File: config.mk
export PLATFORM = sky130hd
export DESIGN_NAME = ev22_sequencer_flat
export DESIGN_NICKNAME = d
export VERILOG_FILES = /design/src/rtl/ev22_pkg.sv /design/src/rtl/ev22_sequencer_if.sv /design/src/rtl/ev22_jump_cond.sv /design/src/rtl/ev22_sequencer.sv /design/src/flat_wrapper.sv
export SDC_FILE = /design/constraint.sdc
export NUM_CORES = 1
export LEC_CHECK = 0
export ABC_AREA = 1
export CORE_MARGIN = 2
export CORE_UTILIZATION = 45
export DETAILED_ROUTE_END_ITERATION = 10
export GPL_TIMING_DRIVEN = 1
export HOLD_SLACK_MARGIN = 0.05
export PLACE_DENSITY = 0.84
export SYNTH_ARGS = -nofsm -noshare
export SYNTH_HDL_FRONTEND = slang
export SYNTH_SLANG_ARGS = --single-unit
File: constraint.sdc
create_clock -name CLK -period 2.55 [get_ports CLK]
set_input_delay 0.255 -clock CLK [delete_from_list [all_inputs] [get_ports CLK]]
set_output_delay 0.255 -clock CLK [all_outputs]
set_load 0.02 [all_outputs]
File: src/rtl/ev22_pkg.sv
// Shared types and instruction-field constants for the EV22 sequencer.
// The FAULT state only exists when EV22_WDOG_EN is defined.
package ev22_pkg;

  typedef enum logic [2:0] {
    S_IDLE,
    S_FETCH,
    S_DECODE,
    S_EXEC,
    S_EXEC_WAIT
`ifdef EV22_WDOG_EN
    , S_FAULT
`endif
  } state_e;

  localparam logic [1:0] CLASS_JUMP = 2'b11;

  localparam logic [1:0] COND_JCY = 2'b11;
  localparam logic [1:0] COND_JNE = 2'b10;
  localparam logic [1:0] COND_JZE = 2'b01;
  localparam logic [1:0] COND_JMP = 2'b00;

  localparam int CLASS_HI = 15;
  localparam int CLASS_LO = 14;
  localparam int COND_HI  = 13;
  localparam int COND_LO  = 12;
  localparam int TGT_HI   = 10;
  localparam int TGT_LO   = 0;

  function automatic logic is_jump(input logic [15:0] ir);
    return ir[CLASS_HI:CLASS_LO] == CLASS_JUMP;
  endfunction

  function automatic logic [1:0] instr_cond(input logic [15:0] ir);
    return ir[COND_HI:COND_LO];
  endfunction

endpackage

File: src/rtl/ev22_sequencer_if.sv
// Program-memory fetch bus and datapath exec handshake of the EV22 sequencer.
// master = sequencer side, slave = memory/datapath side.
interface ev22_sequencer_if #(
  parameter int ADDR_W = 11
);
  logic              MEM_RD;
  logic [ADDR_W-1:0] MEM_ADDR;
  logic              MEM_RDY;
  logic [15:0]       MEM_DATA;
  logic              CY;
  logic [15:0]       W;
  logic [15:0]       IR;
  logic              EXEC_STB;
  logic              EXEC_DONE;

  modport master (
    output MEM_RD, MEM_ADDR, IR, EXEC_STB,
    input  MEM_RDY, MEM_DATA, CY, W, EXEC_DONE
  );

  modport slave (
    input  MEM_RD, MEM_ADDR, IR, EXEC_STB,
    output MEM_RDY, MEM_DATA, CY, W, EXEC_DONE
  );
endinterface

File: src/rtl/ev22_jump_cond.sv
// Jump-condition evaluator: decides whether a jump-class instruction is taken
// from its condition code and the live datapath flags.
module ev22_jump_cond
  import ev22_pkg::*;
(
  input  logic [1:0]  cond,
  input  logic        CY,
  input  logic [15:0] W,
  output logic        taken
);

  always_comb begin
    taken = 1'b0;
    case (cond)
      COND_JCY: taken = CY;
      COND_JNE: taken = W[15];
      COND_JZE: taken = (W == 16'h0000);
      COND_JMP: taken = 1'b1;
      default:  taken = 1'b0;
    endcase
  end

endmodule

File: src/rtl/ev22_sequencer.sv
// EV22 instruction sequencer: fetch, resolve jumps locally, hand other classes to the datapath.
// Define EV22_WDOG_EN to add a watchdog on FETCH/EXEC_WAIT that traps into a sticky FAULT state.
module ev22_sequencer
  import ev22_pkg::*;
#(
  parameter int ADDR_W      = 11,
  parameter int RESET_VEC   = 0,
  parameter int WDOG_CYCLES = 255
) (
  input  logic              CLK,
  input  logic              RST,
  input  logic              HALT,
  ev22_sequencer_if.master  bus,
  output logic              JUMP_TAKEN,
  output logic [ADDR_W-1:0] PC,
  output logic              FAULT
);

  state_e            state_q, state_d;
  logic [ADDR_W-1:0] pc_q, pc_d;
  logic [15:0]       ir_q, ir_d;
  logic              jt_q, jt_d;
  logic              taken;

  ev22_jump_cond u_jump_cond (
    .cond  (instr_cond(ir_q)),
    .CY    (bus.CY),
    .W     (bus.W),
    .taken (taken)
  );

`ifdef EV22_WDOG_EN
  localparam int WDOG_W = (WDOG_CYCLES > 255) ? $clog2(WDOG_CYCLES + 1) : 8;
  logic [WDOG_W-1:0] wdog_q, wdog_d;
`else
  logic wdog_unused;
  assign wdog_unused = |WDOG_CYCLES;
`endif

  always_comb begin
    state_d = state_q;
    pc_d    = pc_q;
    ir_d    = ir_q;
    jt_d    = 1'b0;
    case (state_q)
      S_IDLE: if (!HALT) state_d = S_FETCH;
      S_FETCH: begin
        if (bus.MEM_RDY) begin
          ir_d    = bus.MEM_DATA;
          pc_d    = pc_q + 1'b1;
          state_d = S_DECODE;
        end
      end
      S_DECODE: begin
        if (is_jump(ir_q)) begin
          if (taken) begin
            pc_d = ir_q[ADDR_W-1:0];
            jt_d = 1'b1;
          end
          state_d = HALT ? S_IDLE : S_FETCH;
        end else begin
          state_d = S_EXEC;
        end
      end
      S_EXEC: state_d = S_EXEC_WAIT;
      S_EXEC_WAIT: if (bus.EXEC_DONE) state_d = HALT ? S_IDLE : S_FETCH;
`ifdef EV22_WDOG_EN
      S_FAULT: state_d = S_FAULT;
`endif
      default: state_d = S_IDLE;
    endcase

`ifdef EV22_WDOG_EN
    // Counter runs only while stuck in a wait state; any exit restarts it at zero.
    wdog_d = '0;
    if ((state_q == S_FETCH || state_q == S_EXEC_WAIT) && state_d == state_q) begin
      if (wdog_q == WDOG_W'(WDOG_CYCLES - 1)) state_d = S_FAULT;
      else                                     wdog_d  = wdog_q + 1'b1;
    end
`endif
  end

  always_ff @(posedge CLK) begin
    if (RST) begin
      state_q <= S_IDLE;
      pc_q    <= ADDR_W'(RESET_VEC);
      ir_q    <= '0;
      jt_q    <= 1'b0;
`ifdef EV22_WDOG_EN
      wdog_q  <= '0;
`endif
    end else begin
      state_q <= state_d;
      pc_q    <= pc_d;
      ir_q    <= ir_d;
      jt_q    <= jt_d;
`ifdef EV22_WDOG_EN
      wdog_q  <= wdog_d;
`endif
    end
  end

  assign bus.MEM_RD   = (state_q == S_FETCH);
  assign bus.MEM_ADDR = pc_q;
  assign bus.EXEC_STB = (state_q == S_EXEC);
  assign bus.IR       = ir_q;
  assign PC           = pc_q;
  assign JUMP_TAKEN   = jt_q;
`ifdef EV22_WDOG_EN
  assign FAULT        = (state_q == S_FAULT);
`else
  assign FAULT        = 1'b0;
`endif

endmodule

File: src/flat_wrapper.sv
// flat-port wrapper written by rule: the top's interface ports become plain ports
module ev22_sequencer_flat import ev22_pkg::*;
#(
  parameter int ADDR_W      = 11,
  parameter int RESET_VEC   = 0,
  parameter int WDOG_CYCLES = 255
)
  (CLK, RST, HALT, JUMP_TAKEN, PC, FAULT, bus_MEM_RD, bus_MEM_ADDR, bus_IR, bus_EXEC_STB, bus_MEM_RDY, bus_MEM_DATA, bus_CY, bus_W, bus_EXEC_DONE);
  ev22_sequencer_if #(.ADDR_W(ADDR_W)) bus_i ();
  input  logic CLK;
  input  logic RST;
  input  logic HALT;
  output logic JUMP_TAKEN;
  output logic [ADDR_W-1:0] PC;
  output logic FAULT;
  output wire logic [$bits(bus_i.MEM_RD)-1:0] bus_MEM_RD;
  output wire logic [$bits(bus_i.MEM_ADDR)-1:0] bus_MEM_ADDR;
  output wire logic [$bits(bus_i.IR)-1:0] bus_IR;
  output wire logic [$bits(bus_i.EXEC_STB)-1:0] bus_EXEC_STB;
  input wire logic [$bits(bus_i.MEM_RDY)-1:0] bus_MEM_RDY;
  input wire logic [$bits(bus_i.MEM_DATA)-1:0] bus_MEM_DATA;
  input wire logic [$bits(bus_i.CY)-1:0] bus_CY;
  input wire logic [$bits(bus_i.W)-1:0] bus_W;
  input wire logic [$bits(bus_i.EXEC_DONE)-1:0] bus_EXEC_DONE;
  assign bus_MEM_RD = bus_i.MEM_RD;
  assign bus_MEM_ADDR = bus_i.MEM_ADDR;
  assign bus_IR = bus_i.IR;
  assign bus_EXEC_STB = bus_i.EXEC_STB;
  assign bus_i.MEM_RDY = bus_MEM_RDY;
  assign bus_i.MEM_DATA = bus_MEM_DATA;
  assign bus_i.CY = bus_CY;
  assign bus_i.W = bus_W;
  assign bus_i.EXEC_DONE = bus_EXEC_DONE;
  ev22_sequencer #(.ADDR_W(ADDR_W), .RESET_VEC(RESET_VEC), .WDOG_CYCLES(WDOG_CYCLES)) u_core (.CLK(CLK), .RST(RST), .HALT(HALT), .bus(bus_i), .JUMP_TAKEN(JUMP_TAKEN), .PC(PC), .FAULT(FAULT));
endmodule
Yosys cells after proc, flatten, opt, wreduce, memory -nomap -nowiden
Index checks and enable logic that the tools add are counted.

Register bits: 31. Input port bits: 38. Output and inout bits: 42. Word-level logic and storage cells: 40.

Add/sub/neg operators: 1. Equality and inequality tests: 13. Mux-type cells: 12. Bitwise operators: 2. Reductions and logical operators: 8.

Operators with widths (count): $mux W11 (3); $pmux W11 S2 (1); $logic_not A16 Y1 (1); $pmux W3 S5 (1); $mux W3 (4); $add A11 B1 Y11 const B (1); $eq A2 B2 Y1 const B (3); $eq A3 B2 Y1 const B (2); $ne A2 B1 Y1 const B (3); $ne A2 B2 Y1 const B (2); $pmux W1 S4 (1); $reduce_and A4 Y1 (1); $eq A3 B1 Y1 const B (1); $eq A3 B3 Y1 const B (1); $logic_not A3 Y1 (1); $reduce_and A3 Y1 (1); $reduce_or A3 Y1 (1); $eq A2 B1 Y1 const B (1); $logic_not A2 Y1 (1); $mux W1 (2); $not A1 Y1 (2); $reduce_and A2 Y1 (1); $reduce_bool A2 Y1 (1).

Logic depth before layout (Yosys ltp)
Gate-level depths: netlist (run 1).

Word-level depth: 5. Mapped depth: 10. Mapped depth without buffers: 10.

Modules after synthesis
A second synthesis (run 1) with hierarchy kept.

Cells, all modules: 246. Area total of the unflattened synthesis: 1687.9 um2.

Modules (own cells, without submodules): ev22_sequencer (instances 1, cells each 226, area an instance 1605.3 um2, sequential area each 620.6 um2); ev22_jump_cond (instances 1, cells each 20, area an instance 82.6 um2, sequential area each 0.0 um2).

Least setup slack after synthesis (run 1)
No wires, ideal clock.

Kind: register -> register. Start point: register u_core.pc_q[0] (netlist: u_core.PC[0]). End point: register u_core.pc_q[10] (netlist: u_core.PC[10]). Setup time: 0.113 ns. Data arrival time: 1.381 ns. Data required time: 2.437 ns. Slack: 1.057 ns. Cell stages (with the launch flop): 11. Path buffers: 0. Period minus slack after synthesis: 1.493 ns. Cells stage by stage: dfxtp_1 -> ha_1 -> nand2_1 -> nor2_1 -> nand2_1 -> nor2_1 -> nand2_1 -> nand3_1 -> nand2_1 -> nor2_1 -> nor2_1.

Longest elaborated chain between the ends: 3.

RTL lines: start: declaration (RTL line ev22_sequencer.sv:20) `logic [ADDR_W-1:0] pc_q, pc_d;`; start signal: assignment (RTL line ev22_sequencer.sv:86) `pc_q <= ADDR_W'(RESET_VEC);`; start signal: assignment (RTL line ev22_sequencer.sv:94) `pc_q <= pc_d;`; $add A11 B1 Y11 (RTL line ev22_sequencer.sv:50) `pc_d = pc_q + 1'b1;`; $mux W11 (RTL line ev22_sequencer.sv:48) `if (bus.MEM_RDY) begin`; $pmux W11 S2 (RTL line ev22_sequencer.sv:45) `case (state_q)`.

No other way between the ends. The select of a mux whose other input is x is not followed. A chain may end at the register's enable or synchronous reset.

Worst setup path after layout (run 1)
Start point: register u_core.state_q[0]. End point: register u_core.pc_q[9] (netlist: u_core.PC[9]).

Longest elaborated chain between the ends: 3. Elaborated cells between the ends (all ways): 8. Classes of those cells: 5 x eq/ne; 1 x mux; 2 x reduce/logical.

RTL lines: start: declaration (RTL line ev22_sequencer.sv:19) `state_e state_q, state_d;`; start signal: assignment (RTL line ev22_sequencer.sv:93) `state_q <= state_d;`; $eq A3 B2 Y1 / $eq A3 B1 Y1 (equally long branches) (RTL line ev22_sequencer.sv:45); $ne A2 B1 Y1 (no line) / $reduce_bool A2 Y1 (equally long branches); $reduce_and A4 Y1 (no line).

Parallel ways exist; a longest one is shown, timed or not.

==> results of run 1 <==
through the flow:
step	setup WS, ns	area, µm²	cells	utilization	total power (W)
4_1_cts	0.653	2570	388	0.696	0.00257
3_5_place_dp	0.660	2450	380	0.666	0.00208
6_report	0.650	2570	388	0.696	0.00256
3_3_place_gp	0.742	2450	380	0.666	0.00205
2_1_floorplan	1.06	1750	275	-	0.00164
5_1_grt	0.397	2570	388	0.696	0.00274
critical path: cells and delay by family (launching register included):
| kind | cells | cell delay (ns) |
|---|---|---|
| flops | 1 | 0.32 |
| compound gates | 1 | 0.10 |
| buf+inv | 2 | 0.41 |
| simple gates | 6 | 1.01 |
cell type report:
cell class                      count  area, µm²  share of cell area
Multi-Input combinational cell    198        896               0.349
Clock buffer                        5       68.8              0.0268
Tap cell                           48       60.1              0.0234
Timing Repair Buffer               79        788               0.307
Inverter                           24       90.1              0.0351
Clock inverter                      3       43.8              0.0171
Sequential cell                    31        621               0.242
routing by layer:
| metal | wire length [µm] | part of all wire |
|---|---|---|
| met1 | 1890 | 0.42 |
| met2 | 2220 | 0.49 |
| met3 | 315 | 0.070 |
| met4 | 68 | 0.015 |
| met5 | 0 | 0 |
registers in the layout, indices dropped and copies added (netlist names):
name and count:
u_core.state_q 3, u_core.JUMP_TAKEN 1, u_core.PC 11, u_core.bus.IR 16
path summary, 6_finish.rpt:
check,end,slack [ns],startpoint
max,u_core.PC[9],0.65,u_core.state_q[0]
min,u_core.bus.IR[5],0.48,u_core.bus.IR[5]
max reg2reg,u_core.PC[9],0.65,u_core.state_q[0]
min reg2reg,u_core.bus.IR[5],0.48,u_core.bus.IR[5]
cell families after synthesis:
group	share of synthesized area
buf+inv	0.133
fa+ha+maj	0.00715
other cells	0.00214
compound gates	0.133
flops	0.355
simple gates	0.370
power groups by stage:
stage / registers, W / logic, W / clock network, W
floorplan: 0.000892 / 0.000748 / 0
global placement: 0.000772 / 0.00128 / 0
detailed placement: 0.000782 / 0.00130 / 0
CTS: 0.000773 / 0.00130 / 0.000492
global route: 0.000793 / 0.00142 / 0.000526
finish: 0.000775 / 0.00130 / 0.000491
cell usage after synthesis (all sizes together):
master / n / share of area
nand2: 61 / 0.13
nor2: 60 / 0.13
dfxtp: 31 / 0.35
o21ai: 27 / 0.079
inv: 24 / 0.052
nand3: 22 / 0.069
buf: 17 / 0.071
a21oi: 16 / 0.046
clkbuf: 5 / 0.011
nand3b: 4 / 0.017
nor3: 3 / 0.015
a31oi: 1 / 0.0036
conb: 1 / 0.0021
ha: 1 / 0.0072
o21a: 1 / 0.0043
or2: 1 / 0.0036
==> reports/summary.txt, run 1 <==
Power share of the combinational group: 0.506
Cell-internal power: 0.00151 W
GPL Wtd Cong: 0.847
Starting Density: 0.474
Post-synthesis sequential area ratio: 0.355
#FFs+latches synth: 31
# clock sinks: 31
Share of layout cells above drive strength 1: 0.0529
Crit Path Class: flip-flop to flip-flop
P_sw: 0.00106 W
Clock Skew: 0.00414 ns
Required time worst endpoint: 2.78 ns
Most common cell after layout, fill and taps aside: clkdlybuf4s50_1
H-tree Lvls: 2
Critical path cell sequence: inv_1, nand3_2, inv_2, o21ai_2, nor2_4, nand2_2, nand2_1, nand2_1, nor2_1
Clock transition at path regs: 0.07 ns
Initial antenna violation count: 0
Setup Buffers After CTS: 0
Synth warn: 0
P_leak: 1.05 nW
Routed Antenna Nets: 0
Arr. time, crit path: 2.13 ns
Die height: 66.3 µm
Root buffer cell: clkbuf_8
Drt total wl: 4.49 mm
DR iter-0 viols: 118
Crit-path max cell delay: 0.32 ns
Diodes inserted: 0
Crit path max fanout: 17
Synth-to-Final Area Change: 46.8%
CTS Hold Bufs: 0
CTS tree: built
Post-route DRC: 0
Io pins: 80
Synth Cell Area: 1750 µm²
Max-slew violation count: 0
Cts bufs inserted: 5
Run status: finished clean
Min Hold Slack: 0.484 ns
Met2 Use GR: 0.388
Nets: 378
Row cnt: 22
Post-cts resize count: 0
Gr ovfl total: 0
Skew-Pair Late Insertion Delay: 0.29 ns
Fin. Hold Viols: 0
Count of buffers from port buffering: 78
Clk pwr share: 0.192
Sequential Power Share: 0.302
Synth Instances: 275
Worst Hold Class: flip-flop to flip-flop
Gr busiest metal: met2
GR Layer Usage met3: 0.0750
CP Launch Type: flip-flop
Vias in the first global route: 1,729
Setup TNS: 0 ns
GRT Overall Usage: 0.222
Synth Net Count: 314
Mean Syn Cell Area: 6.36 µm²
Core Region: 3690 µm²
Die width: 66.3 µm
Via count: 1,883
Max Fclk: 526 MHz
# setup viols final: 0
GR Layer Usage met1: 0.247
Max Cap Viol: 0
Hold depth: 2
RSZ-0062 raised after global routing: false
CP max stage cell: dfxtp_1
Setup crit end kind: flip-flop
Power density cells: 999 nW/µm²
Drt pass-1 iters: 4
CTS Buffer Depth: 2
Switching Fraction: 0.413
Worst Tran Pin Value: 0.759 ns
Unique masters post-synth: 24
First-pass GRT wire length: 7.47 mm
CP dominant cell by count: nand2_1
Max-Slew Margin vs Limit: 0.494
Worst r2r path cells: 9
Fill cell count: 345
Die area: 4400 µm²
Most frequent cells in the layout: clkdlybuf4s50_1 (78), nand2_1 (60), nor2_1 (59)
Largest net degree at the start of global routing: 30
Post-DR wirelength/cell: 11.6 µm
Post-layout minimum cycle time: 1.90 ns
IR Drop Worst-Case VDD: 0.464 mV
Detailed Place HPWL: 3.38 mm
Crit share post-route: 0.745
Vias per cell: 4.85
Note: power is estimated with default switching activity, not from simulation.
==> run 2, diff against run 1 <==
- CORE_UTILIZATION: 45 -> 37
- PLACE_DENSITY: 0.84 -> 0.74
- clock period: 2.55 -> 1.7 ns (I/O delays scaled with it)
==> reports/summary.txt, run 2 (synthesis gave the netlist of run 1 again) <==
Run status: finished clean
Cell-internal power: 0.00224 W
Fin. Hold Viols: 0
IR Drop Worst-Case VDD: 0.599 mV
# clock sinks: 31
Final non-filler cell total: 402
# setup viols final: 0
Drt pass-1 iters: 5
GRT Overall Usage: 0.190
Detailed Place HPWL: 3.47 mm
Power density cells: 1460 nW/µm²
Cts bufs inserted: 5
Starting Density: 0.378
Crit share post-route: 0.922
Routed Antenna Nets: 0
Io pins: 80
CP max stage cell: clkdlybuf4s50_1
Clock transition at path regs: 0.06 ns
P_leak: 1.11 nW
Critical path cell sequence: clkdlybuf4s50_1
CP Launch Type: flip-flop
Placed Instances: 394
Max reg flops: 16
Required time worst endpoint: 1.53 ns
CTS tree: built
Vias per cell: 4.65
Arr. time, crit path: 1.40 ns
CP top delay family: buffers and inverters
Max Cap Viol: 0
Initial antenna violation count: 0
Post-DR wirelength/cell: 11.2 µm
Via count: 1,869
Clock Skew: 0.00348 ns
Crit-path max cell delay: 0.65 ns
First-pass GRT wire length: 7.87 mm
Share of layout cells above drive strength 1: 0.0718
GPL Wtd Cong: 0.827
H-tree Lvls: 2
Drt total wl: 4.50 mm
Most frequent cells in the layout: clkdlybuf4s50_1 (76), nand2_1 (60), nor2_1 (59)
Row cnt: 25
DR iter-0 viols: 76
Switching Fraction: 0.413
Clk pwr share: 0.166
Post-layout minimum cycle time: 1.57 ns
Skew-Pair Late Insertion Delay: 0.28 ns
Vias in the first global route: 1,825
Core Region: 4630 µm²
CTS Buffer Depth: 2
Nets: 386
P_sw: 0.00158 W
Sequential Power Share: 0.301
Count of buffers from port buffering: 78
RSZ-0062 raised after global routing: false
Gr ovfl total: 0
Most common cell after layout, fill and taps aside: clkdlybuf4s50_1
Die height: 72.8 µm
Die width: 72.8 µm
Setup TNS: 0 ns
Largest net degree at the start of global routing: 30
Finished Cell Area: 2620 µm²
Worst Hold Class: primary input to flip-flop
Max Fclk: 638 MHz
Die area: 5290 µm²
Synth-to-Final Area Change: 50.0%
Crit Path Class: flip-flop to output port
CP Buf/Inv Count: 1
Setup Buffers After CTS: 0
DP Area: 2520 µm²
Crit path max fanout: 7
Post-route DRC: 0
Max-slew violation count: 0
Power share of the combinational group: 0.533
Root buffer cell: clkbuf_8
Setup crit end kind: output port
Diodes inserted: 0
-- run 2: cell count changes in the layout (fill, tap and decap cells not counted), sizes merged --
| cell | previous run | this run |
|---|---|---|
| clkbuf | 5 | 8 |
| bufinv | 1 | 0 |
| clkinv | 2 | 0 |
| clkdlybuf4s50 | 78 | 76 |
| buf | 1 | 9 |
| dlygate4sd2 | 0 | 1 |
| dlymetal6s2s | 0 | 1 |
-- run 2: through the flow --
stage	hold WS, ns	total power [W]	setup WS (ns)	util
2_1_floorplan	0.239	0.00246	0.207	-
3_3_place_gp	0.456	0.00316	0.0741	0.545
3_5_place_dp	0.460	0.00321	0.0203	0.545
4_1_cts	0.454	0.00385	0.0367	0.566
5_1_grt	0.492	0.00411	0.00254	0.567
6_report	0.460	0.00382	0.133	0.567
-- run 2: layout make-up --
cell class              count  area, µm²
fillers                   469       2010
well taps                  54       67.6
inverters                  24       90.1
repair buffers             87        850
flip-flops and latches     31        621
multi-input cells         198        896
clock buffers               8        100
-- run 2: per-layer routing --
metal  up-vias  track usage  wire length (µm)
met4         0       0.0700                97
met1       795        0.232              2150
met2        57        0.311              1980
met3         9       0.0608               270
met5         -            0                 0
li1       1008            -                 -
-- run 2: timing repair --
item	4_1_cts	5_1_grt
pin swaps	0	0
gates resized for setup	1	1
endpoints found under the setup margin	1	1
hold buffers	0	0
cloned	0	0
-- run 2: power groups by stage --
| stage | combinational (W) | sequential [W] | clock (W) |
|---|---|---|---|
| 4_1_cts | 0.00205 | 0.00115 | 0.000641 |
| 3_5_place_dp | 0.00204 | 0.00117 | 0 |
| 2_1_floorplan | 0.00112 | 0.00134 | 0 |
| 6_report | 0.00204 | 0.00115 | 0.000635 |
| 5_1_grt | 0.00225 | 0.00119 | 0.000674 |
| 3_3_place_gp | 0.00201 | 0.00116 | 0 |
-- run 2: path summary, 6_finish.rpt --
| check | startpoint | endpoint | slack [ns] | depth (start not counted) |
|---|---|---|---|---|
| worst max-delay path | u_core.PC[6] | PC[6] | 0.13 | 1 |
| worst min-delay path | RST | u_core.state_q[1] | 0.46 | 2 |
| worst max register to register | u_core.PC[1] | u_core.PC[10] | 0.18 | 9 |
| worst min register to register | u_core.bus.IR[6] | u_core.bus.IR[6] | 0.47 | 2 |
==> patch 1 (settings of run 2) <==
Take the reset off `ir_q` and load it in a clocked block of its own.
--- a/src/rtl/ev22_sequencer.sv
+++ b/src/rtl/ev22_sequencer.sv
@@ -86,3 +86,2 @@
       pc_q    <= ADDR_W'(RESET_VEC);
-      ir_q    <= '0;
       jt_q    <= 1'b0;
@@ -94,3 +93,2 @@
       pc_q    <= pc_d;
-      ir_q    <= ir_d;
       jt_q    <= jt_d;
@@ -100,2 +98,6 @@
     end
+  end
+
+  always_ff @(posedge CLK) begin
+    ir_q <= ir_d;
   end
Function: differs if RST is asserted again (counterexample within 4 cycles, from zero or initial values and one cycle with RST high); with RST held inactive, the same outputs for 10 cycles.
==> patch 1 against run 2 <==
Worst setup slack lost 0.038 ns; maximum frequency shrank 2.3%; power down 14%; wire length fell by 8.8%; design area decreased by 1.3%; count of clock-buffer cells in the layout down 2; register-to-register slack about the same; sequential cell count unchanged; area after synthesis decreased by 3.9%; critical endpoint is now bus_EXEC_STB.
==> patch 1: results (changes against run 2) <==
GRT
  • Wire length of the first global-routing pass: 6.79 mm (-14%)
  • Met1 Usage GRT: 20.2% (-3.0 points)
  • Total GRT Usage: 16.9% (-2.1 points)
  • Met2 usage: 27.9% (-3.2 points)
  • Vias in the first global route: 1559 (-15%)
  • Met3 Use GR: 5.06% (-1.0 points)
  • Largest net degree at the start of global routing: 23 (-23%)

Yosys
  • Most used DFF post-synth: edfxtp_1
  • Post-synth EDFFs: 16 (+16)
  • Post-synthesis cell type count: 28 (+17%)
  • Area contributors post-synth: edfxtp_1, dfxtp_1, nand2_1
  • Commonest cells in the netlist: nand2_1, nor2_1, inv_1
  • Syn nets: 263 (-16%)
  • Post-synthesis sequential area ratio: 46.5% (+11 points)

Clock tree
  • Postcts setup bufs: 0 (unchanged)

Drt
  • DR vias: 1652 (-12%)
  • 1st-iter DRT viols: 107 (+41%)
  • Average routed wire per standard cell: 11.6 um (+3.5%)
  • First-pass DRT Iterations: 4 (-1)

Hold path
  • Hold path endpoint: u_core.bus.IR[7]
  • WHS Path Cells: 1 (-1)
  • Min-delay src: bus_MEM_DATA[7]

Worst setup path
  • Worst-case reg-to-reg path depth: 10 (+1)
  • CP arrival: 1.43 ns (+0.03 ns)
  • Critical Path Fanout Max: 3 (-4)
  • Worst r2r dst: u_core.PC[6]
  • Worst r2r src: u_core.state_q[1]

Outcome
  • Status: finished clean

Timing
  • Setup WS post-layout: 0.0952 ns (-0.0377 ns)
  • Clock Skews: 0.00605 ns (+0.00258 ns)
  • WHS: 0.439 ns (-0.0212 ns)

Finish
  • Fraction of layout cells with a size suffix above 1: 8.61% (+1.4 points)
  • FILL cells: 389 (-17%)
  • Final #Nets: 340 (-12%)
  • Fin cells: 354 (-12%)

Placement
  • DP Area: 2510 um2 (-0.55%)
  • Final GP Congestion: 0.847 (+2.4%)
  • Post-DP HPWL: 3.22 mm (-7.1%)

Pwr
  • P_leak: 1.11 nW (+0.28%)
  • Worst VDD drop: 734 uV (+22%)
-- patch 1: cell types whose count changed after synthesis, sizes merged, moves of 4 or more --
cell and change:
nor2 -20, o21ai -18, dfxtp -16, edfxtp +16, a21oi -14, clkbuf -4
-- patch 1: power breakdown --
part | switching (mW) | internal (mW) | total [mW] | leakage, nW
logic | 0.857 | 0.761 | 1.62 | 0.798
clock network | 0.269 | 0.279 | 0.548 | 0.0403
registers | 0.167 | 0.951 | 1.12 | 0.270
-- patch 1: routing by layer --
layer | part of all wire [%] | wire length [um]
met1 | 41 | 1700
met2 | 49 | 2020
met3 | 6.6 | 269
met4 | 2.6 | 108
met5 | 0 | 0
-- patch 1: cells by family (layout without fill, tap and decap cells) --
group / after synthesis / in the layout / share of synthesized area (%)
AO/OA/AOI/OAI: 13 / 13 / 4.10
buffers and inverters: 43 / 121 / 13.3
AND/OR/NAND/NOR: 135 / 135 / 35.2
flip-flops: 31 / 31 / 46.5
other: 1 / 1 / 0.223
adder cells (fa/ha/maj): 1 / 1 / 0.744
-- patch 1: how the worst max path moves through the flow --
stage,from,end,depth (start not counted)
after global routing,u_core.state_q[2],u_core.PC[3],9
after global placement,bus_W[3],u_core.PC[7],9
final,u_core.state_q[1],bus_EXEC_STB,3
after floorplan,u_core.state_q[0],u_core.bus.IR[0],2
after CTS,u_core.state_q[1],bus_EXEC_STB,3
after detailed placement,bus_W[3],u_core.PC[6],9
-- patch 1: critical path, stage by stage, from the launching register on --
cell and delay (ns):
dfxtp_1 0.43, inv_2 0.09, nor3_1 0.26, dlygate4sd2_1 0.38
-- patch 1: what timing repair did --
action                     4_1_cts  5_1_grt
hold buffers                     0        0
setup endpoints to repair        2        2
gates resized for setup          2        2
-- patch 1: layout make-up --
class | count | area, um2 | share of cell area (%)
Clock buffer | 6 | 72.6 | 2.80
Sequential cell | 31 | 782 | 30.2
Multi-Input combinational cell | 150 | 694 | 26.8
Tap cell | 52 | 65.1 | 2.51
Clock inverter | 2 | 7.51 | 0.290
Timing Repair Buffer | 87 | 871 | 33.6
Inverter | 26 | 97.6 | 3.77
==> patch 2 (flow settings as in run 2) <==
Made on the original files. Build with the macro `EV22_WDOG_EN` defined.
--- a/src/rtl/ev22_pkg.sv
+++ b/src/rtl/ev22_pkg.sv
@@ -2,2 +2,4 @@
 // The FAULT state only exists when EV22_WDOG_EN is defined.
+`define EV22_WDOG_EN
+
 package ev22_pkg;
Behaviour: same outputs for any inputs over 10 cycles, from zero or initial values and one cycle with RST high; that may be too few to reach the edited logic, so the function may still have changed.
==> patch 2 against run 2 <==
Area after synthesis increased by 19%; utilization fell by 2.5 points; sequential cell count up 8; wire length grew 14%; synthesized cell count rose by 15%; worst hold slack gained 0.0035 ns; critical path type unchanged; maximum frequency down 4.1%; worst setup slack lost 0.067 ns; via count increased by 16%; design area rose by 13%; critical endpoint is now PC[4].
Power is not compared: it rests on default switching activity, and its combinational part moved more than twofold at a synthesized area within 25%.
==> patch 2: results (changes against run 2) <==
GRT
  • Met3 Use GR: 5.57% (-0.51 points)
  • Largest net degree at the start of global routing: 22 (-27%)
  • Met2 usage: 30.7% (-0.43 points)
  • Wire length of the first global-routing pass: 8.80 mm (+12%)
  • Vias in the first global route: 2019 (+11%)
  • Met1 Usage GRT: 20.6% (-2.6 points)
  • Total GRT Usage: 17.7% (-1.2 points)

Drt
  • WL met3: 306 um (+13%)
  • First-pass DRT Iterations: 4 (-1)
  • 1st-iter DRT viols: 100 (+32%)
  • DR vias: 2172 (+16%)
  • Post-Route WL: 5.15 mm (+14%)
  • Routed wl met2: 2.49 mm (+26%)

Hold path
  • Min-delay src: u_core.wdog_q[0]
  • WHS Path Cells: 1 (-1)
  • Hold path endpoint: u_core.wdog_q[0]
  • HP Class: register to register

Finish
  • ClkCell Share: 2.74% (-1.1 points)
  • Fin cells: 461 (+15%)
  • Fraction of layout cells with a size suffix above 1: 8.48% (+1.3 points)
  • Fraction of area in multi-input gates: 35.4% (+1.3 points)
  • FILL cells: 546 (+16%)
  • # clk buffers: 7 (-1)
  • Multi-In Gates: 229 (+16%)
  • Inverters: 26 (+8.3%)
  • Final #Nets: 429 (+11%)

Yosys
  • Syn nets: 356 (+13%)
  • Avg Cell Area, Syn: 6.59 um2 (+3.6%)
  • Commonest cells in the netlist: nor2_1, nand2_1, dfxtp_1
  • Post-synthesis sequential area ratio: 37.6% (+2.1 points)
  • Post-synthesis cell type count: 30 (+25%)

Placement
  • Post-DP HPWL: 4.00 mm (+15%)
  • Placed instance count: 453 (+15%)
  • PortBufs: 79 (+1.3%)

Timing
  • Clock Skews: 0.00454 ns (+0.00106 ns)
  • WHS: 0.464 ns (+0.00349 ns)

Clock tree
  • Clk sinks: 39 (+26%)
  • Postcts setup bufs: 0 (unchanged)
  • Clk slew on worst S/H paths: 0.08 ns (+0.02 ns)
  • Worst-Skew Late Latency: 0.30 ns (+0.02 ns)

Worst setup path
  • CP arrival: 1.46 ns (+0.06 ns)
  • Critical Path Fanout Max: 4 (-3)
  • Worst R2R Setup Slack: 0.16 ns (-0.02 ns)

Outcome
  • Status: finished clean
## patch 2: cell count changes after synthesis, moves of 5 or more
cell     before  now
a21oi_1      16   10
dfxtp_1      31   39
nand2_1      60   69
nand3_1      20   15
nor2_1       59   80
o21ai_0      26   18
o21ai_1       0    6
## patch 2: worst max path at each step
stage | end | from | depth (start not counted) | slack, ns
after floorplan | u_core.PC[10] | u_core.PC[0] | 10 | 0.11
after global placement | u_core.PC[2] | bus_W[15] | 13 | 0.05
after detailed placement | u_core.PC[0] | bus_W[15] | 13 | 0.006
after CTS | bus_EXEC_STB | u_core.state_q[2] | 4 | 0.04
after global routing | u_core.PC[10] | u_core.PC[0] | 10 | 0.02
final | PC[4] | u_core.PC[4] | 2 | 0.07
## patch 2: cell families after synthesis
logic type | after synthesis | synth area share, %
DFF | 39 | 37.6
buffers and inverters | 47 | 11.8
and+or+nand+nor | 181 | 36.5
xor gates and xnor gates | 6 | 2.53
AOI/OAI and AO/OA | 39 | 9.77
adders and majority gates | 3 | 1.81
## patch 2: what timing repair did
| action | CTS | global route |
|---|---|---|
| gates cloned | 0 | 0 |
| endpoints found under the setup margin | 3 | 1 |
| gates resized for setup | 3 | 1 |
## patch 2: metrics by stage
| step | setup slack [ns] | area, um2 | utilization [%] | power [mW] |
|---|---|---|---|---|
| after floorplan | 0.108 | 2080 | - | 1.41 |
| after global placement | 0.0528 | 2880 | 52.7 | 1.67 |
| after detailed placement | 0.00641 | 2880 | 52.7 | 1.68 |
| after CTS | 0.0373 | 2960 | 54.1 | 2.29 |
| after global routing | 0.0162 | 2970 | 54.2 | 2.39 |
| final | 0.0663 | 2970 | 54.2 | 2.27 |
## patch 2: worst max-delay path, cell delays in order, from the launching register on
cell and delay, ns:
dfxtp_1 0.40, buf_4 0.16, clkdlybuf4s50_1 0.61
